### src/rtl/pc_sequencer.sv
// pc_sequencer: multi-cycle fetch/execute controller for the JZJCoreF datapath.
// Owns the architectural PC and sequences fetch and execute.
// It latches each fetched instruction and holds it while the datapath evaluates it.
// It commits the next PC from the branch ALU.
// It halts on datapath error flags, on fetch timeout or on an external halt request.
// Optional build macro: PC_SEQUENCER_MISALIGN_TRAP_EN. When it is defined, the core
// halts with cause 5 on a branch/jump target that is not word-aligned.
module pc_sequencer #(
   parameter logic [31:0] RESET_VECTOR  = 32'h00000000,
   parameter int          FETCH_TIMEOUT = 16
) (
   input  logic        clock,
   input  logic        reset,
   output logic        fetchRequest,
   output logic [31:0] fetchAddress,
   input  logic        fetchValid,
   input  logic [31:0] fetchData,
   output logic [31:0] instruction,
   output logic [31:0] pcOfInstruction,
   input  logic [31:0] programCounterInput,
   input  logic        branchALUBadFunct3,
   input  logic        decodeBadInstruction,
   input  logic        stallExecute,
   input  logic        haltRequest,
   output logic        executeEnable,
   output logic        halted,
   output logic [2:0]  haltCause
);

   typedef enum logic [1:0] {BOOT, FETCH, EXECUTE, HALTED} stateType;

   localparam logic [31:0] NOP_INSTRUCTION = 32'h00000013;
   localparam int COUNT_WIDTH = (FETCH_TIMEOUT > 1) ? $clog2(FETCH_TIMEOUT) : 1;
   // Value of the counter in the last request cycle that is allowed before the timeout.
   localparam logic [COUNT_WIDTH-1:0] COUNT_LAST = COUNT_WIDTH'(FETCH_TIMEOUT - 1);

   localparam logic [2:0] CAUSE_BAD_FUNCT3  = 3'd1;
   localparam logic [2:0] CAUSE_ILLEGAL     = 3'd2;
   localparam logic [2:0] CAUSE_TIMEOUT     = 3'd3;
   localparam logic [2:0] CAUSE_EXTERNAL    = 3'd4;
   localparam logic [2:0] CAUSE_MISALIGNED  = 3'd5;

   stateType               stateReg;
   logic [31:0]            pcReg;
   logic [31:0]            instructionReg;
   logic [COUNT_WIDTH-1:0] timeoutCount;
   logic [2:0]             haltCauseReg;

   logic misalignTarget;
   logic timeoutHit;
   logic commitReady;

`ifdef PC_SEQUENCER_MISALIGN_TRAP_EN
   assign misalignTarget = (programCounterInput[1:0] != 2'b00);
`else
   assign misalignTarget = 1'b0;
`endif

   // A timeout value of zero disables the check entirely.
   assign timeoutHit = (FETCH_TIMEOUT != 0) && (timeoutCount == COUNT_LAST);

   // The commit strobe is the only output that depends on inputs.
   // It fires in the single EXECUTE cycle in which nothing blocks the instruction.
   assign commitReady = (stateReg == EXECUTE) && !branchALUBadFunct3 &&
                        !decodeBadInstruction && !misalignTarget && !stallExecute;

   assign executeEnable   = commitReady;
   assign fetchRequest    = (stateReg == FETCH);
   assign fetchAddress    = pcReg;
   assign pcOfInstruction = pcReg;
   assign instruction     = instructionReg;
   assign halted          = (stateReg == HALTED);
   assign haltCause       = haltCauseReg;

   // Sequencer state, PC, instruction latch, fetch timeout counter and halt cause.
   always_ff @(posedge clock or negedge reset) begin
      if (!reset) begin
         stateReg       <= BOOT;
         pcReg          <= RESET_VECTOR;
         instructionReg <= NOP_INSTRUCTION;
         timeoutCount   <= '0;
         haltCauseReg   <= 3'd0;
      end else begin
         case (stateReg)
            BOOT: begin
               stateReg <= FETCH;
            end
            FETCH: begin
               // Returning data beats both the halt request and the timeout.
               if (fetchValid) begin
                  instructionReg <= fetchData;
                  timeoutCount   <= '0;
                  stateReg       <= EXECUTE;
               end else if (haltRequest) begin
                  stateReg     <= HALTED;
                  haltCauseReg <= CAUSE_EXTERNAL;
               end else if (timeoutHit) begin
                  stateReg     <= HALTED;
                  haltCauseReg <= CAUSE_TIMEOUT;
               end else begin
                  timeoutCount <= timeoutCount + COUNT_WIDTH'(1);
               end
            end
            EXECUTE: begin
               if (branchALUBadFunct3) begin
                  stateReg     <= HALTED;
                  haltCauseReg <= CAUSE_BAD_FUNCT3;
               end else if (decodeBadInstruction) begin
                  stateReg     <= HALTED;
                  haltCauseReg <= CAUSE_ILLEGAL;
               end else if (misalignTarget) begin
                  stateReg     <= HALTED;
                  haltCauseReg <= CAUSE_MISALIGNED;
               end else if (!stallExecute) begin
                  // The instruction commits even when an external halt lands on this cycle.
                  pcReg <= programCounterInput;
                  if (haltRequest) begin
                     stateReg     <= HALTED;
                     haltCauseReg <= CAUSE_EXTERNAL;
                  end else begin
                     stateReg <= FETCH;
                  end
               end
            end
            HALTED: begin
               stateReg <= HALTED;
            end
            default: begin
               stateReg <= BOOT;
            end
         endcase
      end
   end

endmodule
### config.mk
export PLATFORM = sky130hd
export DESIGN_NAME = pc_sequencer
export DESIGN_NICKNAME = d
export VERILOG_FILES = /design/src/rtl/pc_sequencer.sv
export SDC_FILE = /design/constraint.sdc
export NUM_CORES = 1
export LEC_CHECK = 0
export CORE_ASPECT_RATIO = 1.5
export CORE_MARGIN = 2
export CORE_UTILIZATION = 42
export CTS_CLUSTER_SIZE = 8
export DETAILED_ROUTE_END_ITERATION = 12
export PLACE_DENSITY_LB_ADDON = 0.1
export SLEW_MARGIN = 20
export SYNTH_ARGS = -nofsm -noshare
export SYNTH_HDL_FRONTEND = slang
export SYNTH_SLANG_ARGS = --single-unit
### constraint.sdc
create_clock -name clock -period 4.6 [get_ports clock]
set_input_delay 0.92 -clock clock [delete_from_list [all_inputs] [get_ports clock]]
set_output_delay 0.92 -clock clock [all_outputs]
set_load 0.02 [all_outputs]
==> impl_metrics.yaml, run 1 <==
clock_tree:
  clock_path_buffers: 2
  clock-sinks: 73
  cts_root_buffer: "clkbuf_16"
  cts_tree: "built"
  clk_latency_ns: 0.32
  clkTransAtPathRegs_ns: 0.05
  cts_buffers: 9
  cts_resized: 0
  post_cts_buffers: 0
  holdBufCountCts: 0
  h-tree-depth: 3
sta:
  fin_ws_ns: 1.16
  finalSetupViolCount: 0
  fin_worst_skew_ns: 0.00305
  timing.slew.headroom_pct: 39.6
  maxSlewViolCount: 0
  fmax_ghz: 0.291
  fin_crit_sh_pct: 74.8
  tightest_slew_ns: 0.907
  period_minus_slack_ns: 3.44
  finalHoldViolCount: 0
  rsz0062_at_grt: "false"
  tns_ns: 0
  timing.hold.ws_ns: 0.486
place:
  gp_congestion: 0.738
  portBuffers: 172
  place_ws_ns: 1.11
  dp_hpwl_um: 4960
global_route:
  busiest_layer: "met2"
  met3_usage_pct: 7.64
  grt_max_degree: 74
  antenna_found_initial: 0
  grt-ovfl-total: 0
  groute.usage.overall_pct: 17.0
  grt_use_met2_pct: 28.7
  grt_first_pass_wirelength_um: 10600
  grt_pass1_vias: 2271
  grt_use_met1_pct: 18.1
die:
  coreArea_mm2: 0.00751
  die-area_mm2: 0.00834
  die_h_um: 111
  rows: 39
  num_io_pins: 173
  start_util_pct: 42.5
  die_w_um: 75.2
synthesis:
  syn_nets: 293
  syn-instance-count: 221
  yosysTopAreaCellShare_pct: 54.8
  async_flop_share_pct: 100
  yosys_warnings: 0
  synthMostInstantiatedCell: "dfrtp_1"
  synth_common_cells: "70 x dfrtp_1, 52 x mux2_2, 32 x buf_4, 7 x buf_6"
  yosysTopAreaCell: "dfrtp_1"
  syn_area_mm2: 0.00320
  ys_types: 36
  synthTopCellsByArea: "dfrtp_1 55%, mux2_2 18%, buf_4 7.5%"
  syn_area_per_cell_um2: 14.5
  synth-edff-count: 0
  synth-main-ff-cell: "dfrtp_1"
  synth-seq-cells: 73
  ys_seq_area_share_pct: 57.3
worst_setup_path:
  r2r-end: "fetchAddress[2]"
  r2r_cells: 4
  reg2reg_slack_ns: 2.82
  cpMostUsedCell: "clkdlybuf4s50_1"
  critPathCaptureType: "output port"
  critPathKind: "input port to output port"
  r2r-start: "stateReg[0]"
  cp_max_fo: 5
  critPathRequiredTime_ns: 3.68
  path_buf_inv: 2
  crit_path_start_kind: "input port"
  slowest_delay_ns: 0.67
  cp.depth: 3
  critPathTopFamily: "buffers and inverters"
  critPathSlowestCell: "clkdlybuf4s50_1"
  worstPathArrival_ns: 2.52
  cp-startpoint: "branchALUBadFunct3"
  cp-endpoint: "executeEnable"
  crit_chain: "clkdlybuf4s50_1 > nor4_4 > clkdlybuf4s50_1"
route:
  firstDrtPassIters: 4
  routed_via_density: 4.74
  num_vias: 2232
  drt-initial-drc-count: 100
  ant_nets: 0
  wl_per_cell_um: 14.4
  drt_wl_total_um: 6780
  drc: 0
power_and_ir_drop:
  p_leak_nw: 2.19
  power_density_mw_per_mm2: 339
  power_mw: 1.69
  ir_worst_vdd_uv: 265
cells_and_area:
  fin_util_pct: 66.3
  antenna_cells: 0
  drive_gt1_share_pct: 22.2
  area_growth_syn_to_layout_pct: 56.0
  num-nets-final: 437
run_status:
  status: "finished clean"
worst_hold_path:
  hp-class: "flop to flop"
  whs_path_depth: 1
run:
  drv_cap: 0
-- flip-flops by register name, summed over array words and instances (netlist names) --
register and cells:
haltCause 3, fetchAddress 32, timeoutCount 4, stateReg 2
instruction 32
-- cell type report --
type                            instances  area, um^2
Clock buffer                           14         254
Sequential cell                        73        1830
Tap cell                              102         128
Inverter                                3        13.8
Multi-Input combinational cell        105        1030
Clock inverter                          1        5.00
Fill cell                             622        2530
Timing Repair Buffer                  173        1730
-- worst min-delay path by stage --
stage                         start              end
global placement    instruction[22]  instruction[22]
detailed placement  instruction[22]  instruction[22]
global route         instruction[8]   instruction[8]
floorplan           timeoutCount[1]  timeoutCount[1]
finish              instruction[22]  instruction[22]
CTS                 instruction[22]  instruction[22]
-- metrics by stage --
stage               instance area [um^2]  instances
floorplan                           3200        221
global placement                    4730        456
detailed placement                  4730        456
CTS                                 4980        471
global route                        4980        471
finish                              4980        471
-- worst reg2reg max path, stage by stage, from the launching register on --
cell      delay [ns]
dfrtp_1         0.40
nand2b_4        0.18
nor4_4          0.24
buf_4           0.44
mux2_2          0.40
-- cell usage in the layout, fill, tap and decap left out, drive strengths merged, types with 3 or more instances in the layout --
master / n
clkbuf: 14
mux2: 64
nand2b: 3
dfrtp: 70
nand2: 5
dfstp: 3
clkdlybuf4s50: 171
a21oi: 5
inv: 3
nor2: 5
-- cells by family (layout without fill, tap and decap cells) --
| kind of cell | count (synthesis) | after routing | share of synthesized area (%) |
|---|---|---|---|
| buf+inv | 43 | 191 | 10.6 |
| simple gates | 22 | 22 | 4.42 |
| compound gates | 18 | 18 | 4.07 |
| flops | 73 | 73 | 57.3 |
| fa+ha+maj | 1 | 1 | 0.391 |
| mux | 64 | 64 | 23.3 |
-- layer usage --
layer  vias to the layer above  routed length [um]
li1                       1027                   -
met4                         0                 102
met2                       108                3430
met1                      1090                2540
met5                         -                   0
met3                         7                 705
-- report_power, final --
part | internal (mW) | switching (mW)
Combinational | 0.200 | 0.148
Sequential | 0.697 | 0.0307
Clock | 0.376 | 0.238
Note: power is estimated with default switching activity, not from simulation.
==> run 2, diff against run 1 <==
--- a/config.mk
+++ b/config.mk
@@ -7,7 +7,7 @@
 export LEC_CHECK = 0
 export CORE_ASPECT_RATIO = 1.5
 export CORE_MARGIN = 2
-export CORE_UTILIZATION = 42
+export CORE_UTILIZATION = 39
 export CTS_CLUSTER_SIZE = 8
 export DETAILED_ROUTE_END_ITERATION = 12
 export PLACE_DENSITY_LB_ADDON = 0.1
==> constraint.sdc (replaced) <==
create_clock -name clock -period 3.31 [get_ports clock]
set_input_delay 0.662 -clock clock [delete_from_list [all_inputs] [get_ports clock]]
set_output_delay 0.662 -clock clock [all_outputs]
set_load 0.02 [all_outputs]
==> impl_metrics.yaml, run 2 (synthesis results as in run 1) <==
run_status:
  status: "finished clean"
route:
  num_vias: 2221
  firstDrtPassIters: 4
  drc: 0
  ant_nets: 0
  routed_via_density: 4.68
  drt_wl_total_um: 6810
  drt-initial-drc-count: 79
  wl_per_cell_um: 14.3
clock_tree:
  h-tree-depth: 3
  holdBufCountCts: 0
  post_cts_buffers: 0
  cts_buffers: 9
  clock-sinks: 73
  clk_latency_ns: 0.33
  cts_resized: 0
  clock_path_buffers: 2
  clkTransAtPathRegs_ns: 0.05
  cts_root_buffer: "clkbuf_16"
  cts_tree: "built"
worst_hold_path:
  hp-class: "input port to asynchronous set/reset pin"
global_route:
  grt-ovfl-total: 0
  grt_max_degree: 74
  groute.usage.overall_pct: 15.7
  antenna_found_initial: 0
  grt_pass1_vias: 2254
  grt_first_pass_wirelength_um: 10800
worst_setup_path:
  crit_path_start_kind: "input port"
  worstPathArrival_ns: 2.20
  r2r_cells: 4
  r2r-end: "instruction[18]"
  cp_max_fo: 5
  critPathCaptureType: "output port"
  critPathRequiredTime_ns: 2.65
  critPathKind: "input port to output port"
  r2r-start: "stateReg[1]"
  reg2reg_slack_ns: 1.53
sta:
  tightest_slew_ns: 0.918
  fin_ws_ns: 0.443
  fin_crit_sh_pct: 86.6
  fmax_ghz: 0.349
  fin_worst_skew_ns: 0.00376
  timing.slew.headroom_pct: 38.8
  tns_ns: 0
  period_minus_slack_ns: 2.87
  finalHoldViolCount: 0
  maxSlewViolCount: 0
  rsz0062_at_grt: "false"
  finalSetupViolCount: 0
place:
  place_ws_ns: 0.435
  dp_hpwl_um: 4980
  gp_congestion: 0.752
  portBuffers: 172
  dp_cells: 459
die:
  start_util_pct: 39.9
  die-area_mm2: 0.00895
  die_w_um: 77.9
  rows: 40
  coreArea_mm2: 0.00801
  num_io_pins: 173
  die_h_um: 115
power_and_ir_drop:
  p_leak_nw: 2.21
  ir_worst_vdd_uv: 292
  power_density_mw_per_mm2: 474
cells_and_area:
  fin_cells: 475
  area_growth_syn_to_layout_pct: 56.6
  antenna_cells: 0
  num-nets-final: 437
  final_cell_mix: "171 x clkdlybuf4s50_1, 70 x dfrtp_1, 52 x mux2_2"
  layout_commonest_cell: "clkdlybuf4s50_1"
  fillCellCount: 651
  drive_gt1_share_pct: 23.0
run:
  drv_cap: 0
==> run 2: worst max-delay path by stage <==
stage	start	to	slack (ns)	depth (start not counted)
3_3_place_gp	branchALUBadFunct3	executeEnable	0.44	3
6_report	branchALUBadFunct3	executeEnable	0.44	3
2_1_floorplan	branchALUBadFunct3	executeEnable	1.34	2
3_5_place_dp	branchALUBadFunct3	executeEnable	0.43	3
4_1_cts	branchALUBadFunct3	executeEnable	0.43	3
5_1_grt	branchALUBadFunct3	executeEnable	0.37	3
==> run 2: report_power, final <==
part           leakage (nW)  switching (mW)  total [mW]  internal [mW]
registers             0.930          0.0422        1.01          0.968
logic                  1.14           0.206       0.484          0.278
clock network         0.139           0.337       0.881          0.544
total                  2.21           0.584        2.37           1.79
==> run 2: routing by layer <==
metal | global-route usage [%] | share of wire (%) | vias up
li1 | - | - | 1026
met1 | 18.2 | 38 | 1071
met2 | 24.9 | 50 | 112
met3 | 5.73 | 9.7 | 12
met4 | 9.12 | 2.3 | 0
met5 | 0 | 0 | -
==> run 2: cell type report <==
| type | instances | area, um^2 | area share (%) |
|---|---|---|---|
| Sequential cell | 73 | 1830 | 36.6 |
| Timing Repair Buffer | 173 | 1730 | 34.5 |
| Multi-Input combinational cell | 105 | 1030 | 20.5 |
| Clock buffer | 13 | 260 | 5.20 |
| Tap cell | 105 | 131 | 2.63 |
| Clock inverter | 3 | 15.0 | 0.300 |
| Inverter | 3 | 13.8 | 0.275 |
==> run 2: stage by stage <==
| step | instance area, um^2 | total power, mW | hold slack (ns) | utilization [%] |
|---|---|---|---|---|
| 3_5_place_dp | 4730 | 1.51 | 0.486 | 59.1 |
| 6_report | 5000 | 2.37 | 0.452 | 62.5 |
| 2_1_floorplan | 3200 | 1.24 | 0.366 | - |
| 4_1_cts | 5000 | 2.41 | 0.504 | 62.5 |
| 3_3_place_gp | 4730 | 1.51 | 0.474 | 59.1 |
| 5_1_grt | 5000 | 2.48 | 0.513 | 62.5 |
==> run 2: critical path, cell delays in order <==
cell	delay (ns)
clkdlybuf4s50_1	0.52
nor4_4	0.32
clkdlybuf4s50_1	0.70
==> run 3, diff against run 2 <==
--- a/config.mk
+++ b/config.mk
@@ -11,7 +11,7 @@
 export CTS_CLUSTER_SIZE = 8
 export DETAILED_ROUTE_END_ITERATION = 12
 export PLACE_DENSITY_LB_ADDON = 0.1
-export SLEW_MARGIN = 20
+export SLEW_MARGIN = 30
 export SYNTH_ARGS = -nofsm -noshare
 export SYNTH_HDL_FRONTEND = slang
 export SYNTH_SLANG_ARGS = --single-unit
==> impl_metrics.yaml, run 3 (synthesis results as in run 1) <==
run_status:
  status: "finished clean"
cells_and_area:
  drive_gt1_share_pct: 23.0
  antenna_cells: 0
  area_growth_syn_to_layout_pct: 56.7
  layout_commonest_cell: "clkdlybuf4s50_1"
  num-nets-final: 437
  stdcell_area_mm2: 0.00501
  fin_util_pct: 62.5
  final_cell_mix: "171 x clkdlybuf4s50_1, 70 x dfrtp_1, 52 x mux2_2"
route:
  firstDrtPassIters: 4
  routed_via_density: 4.68
  num_vias: 2223
  drt-initial-drc-count: 79
  drc: 0
  ant_nets: 0
  drt_wl_total_um: 6810
  wl_per_cell_um: 14.3
place:
  dp_hpwl_um: 4980
  gp_congestion: 0.752
  portBuffers: 172
  place_ws_ns: 0.435
  placed_area_mm2: 0.00473
power_and_ir_drop:
  p_leak_nw: 2.21
  ir_worst_vdd_uv: 292
  power_density_mw_per_mm2: 474
  power_mw: 2.37
die:
  die-area_mm2: 0.00895
  coreArea_mm2: 0.00801
  num_io_pins: 173
  die_w_um: 77.9
  start_util_pct: 39.9
  die_h_um: 115
  rows: 40
worst_hold_path:
  hp-class: "input port to asynchronous set/reset pin"
clock_tree:
  clock_path_buffers: 2
  clk_latency_ns: 0.33
  cts_buffers: 9
  clkTransAtPathRegs_ns: 0.05
  clock-sinks: 73
  post_cts_buffers: 0
  cts_tree: "built"
  cts_resized: 0
  holdBufCountCts: 0
  h-tree-depth: 3
  cts_root_buffer: "clkbuf_16"
worst_setup_path:
  crit_path_start_kind: "input port"
  critPathCaptureType: "output port"
  critPathKind: "input port to output port"
  reg2reg_slack_ns: 1.53
  critPathRequiredTime_ns: 2.65
  worstPathArrival_ns: 2.21
  r2r_cells: 4
  cp_max_fo: 5
global_route:
  antenna_found_initial: 0
  grt_first_pass_wirelength_um: 10800
  grt-ovfl-total: 0
  grt_max_degree: 74
  grt_pass1_vias: 2254
  groute.usage.overall_pct: 15.7
sta:
  tightest_slew_ns: 0.650
  fin_ws_ns: 0.441
  timing.slew.headroom_pct: 56.7
  fmax_ghz: 0.349
  tns_ns: 0
  fin_crit_sh_pct: 86.7
  period_minus_slack_ns: 2.87
  finalSetupViolCount: 0
  rsz0062_at_grt: "false"
  maxSlewViolCount: 0
  finalHoldViolCount: 0
  fin_worst_skew_ns: 0.00339
run:
  drv_cap: 0
[run 3: area by class of cell]
| class | instances | area (um^2) |
|---|---|---|
| fillers | 651 | 3000 |
| flip-flops and latches | 73 | 1830 |
| repair buffers | 173 | 1730 |
| multi-input cells | 105 | 1030 |
| clock buffers | 13 | 260 |
| well taps | 105 | 131 |
| clock inverters | 3 | 15.0 |
| inverters | 3 | 13.8 |
[run 3: path summary, 6_finish.rpt]
| kind | startpoint | endpoint |
|---|---|---|
| hold reg to reg | instruction[22] | instruction[22] |
| min in group clock | instruction[22] | instruction[22] |
| max in group asynchronous | reset | fetchAddress[2] |
| setup reg to reg | stateReg[1] | instruction[18] |
| hold / removal | reset | instruction[7] |
| setup / recovery | branchALUBadFunct3 | executeEnable |
[run 3: worst max-delay path: stages]
cell	delay, ns
clkdlybuf4s50_1	0.52
nor4_4	0.32
clkdlybuf4s50_1	0.70
[run 3: power by group]
part | switching, mW | internal (mW)
combinational | 0.205 | 0.279
clock | 0.336 | 0.544
sequential | 0.0422 | 0.968
total | 0.584 | 1.79
[run 3: per-layer routing]
| layer | global-route usage [%] | up-vias | wire (um) |
|---|---|---|---|
| met5 | 0 | - | 0 |
| met2 | 24.9 | 112 | 3420 |
| li1 | - | 1026 | - |
| met1 | 18.2 | 1073 | 2570 |
| met3 | 5.73 | 12 | 661 |
| met4 | 9.12 | 0 | 156 |
[run 3: stage by stage]
| stage | instances | hold slack, ns |
|---|---|---|
| final | 475 | 0.347 |
| after global routing | 475 | 0.409 |
| after CTS | 475 | 0.504 |
| after detailed placement | 459 | 0.486 |
| after global placement | 459 | 0.474 |
| after floorplan | 221 | 0.366 |
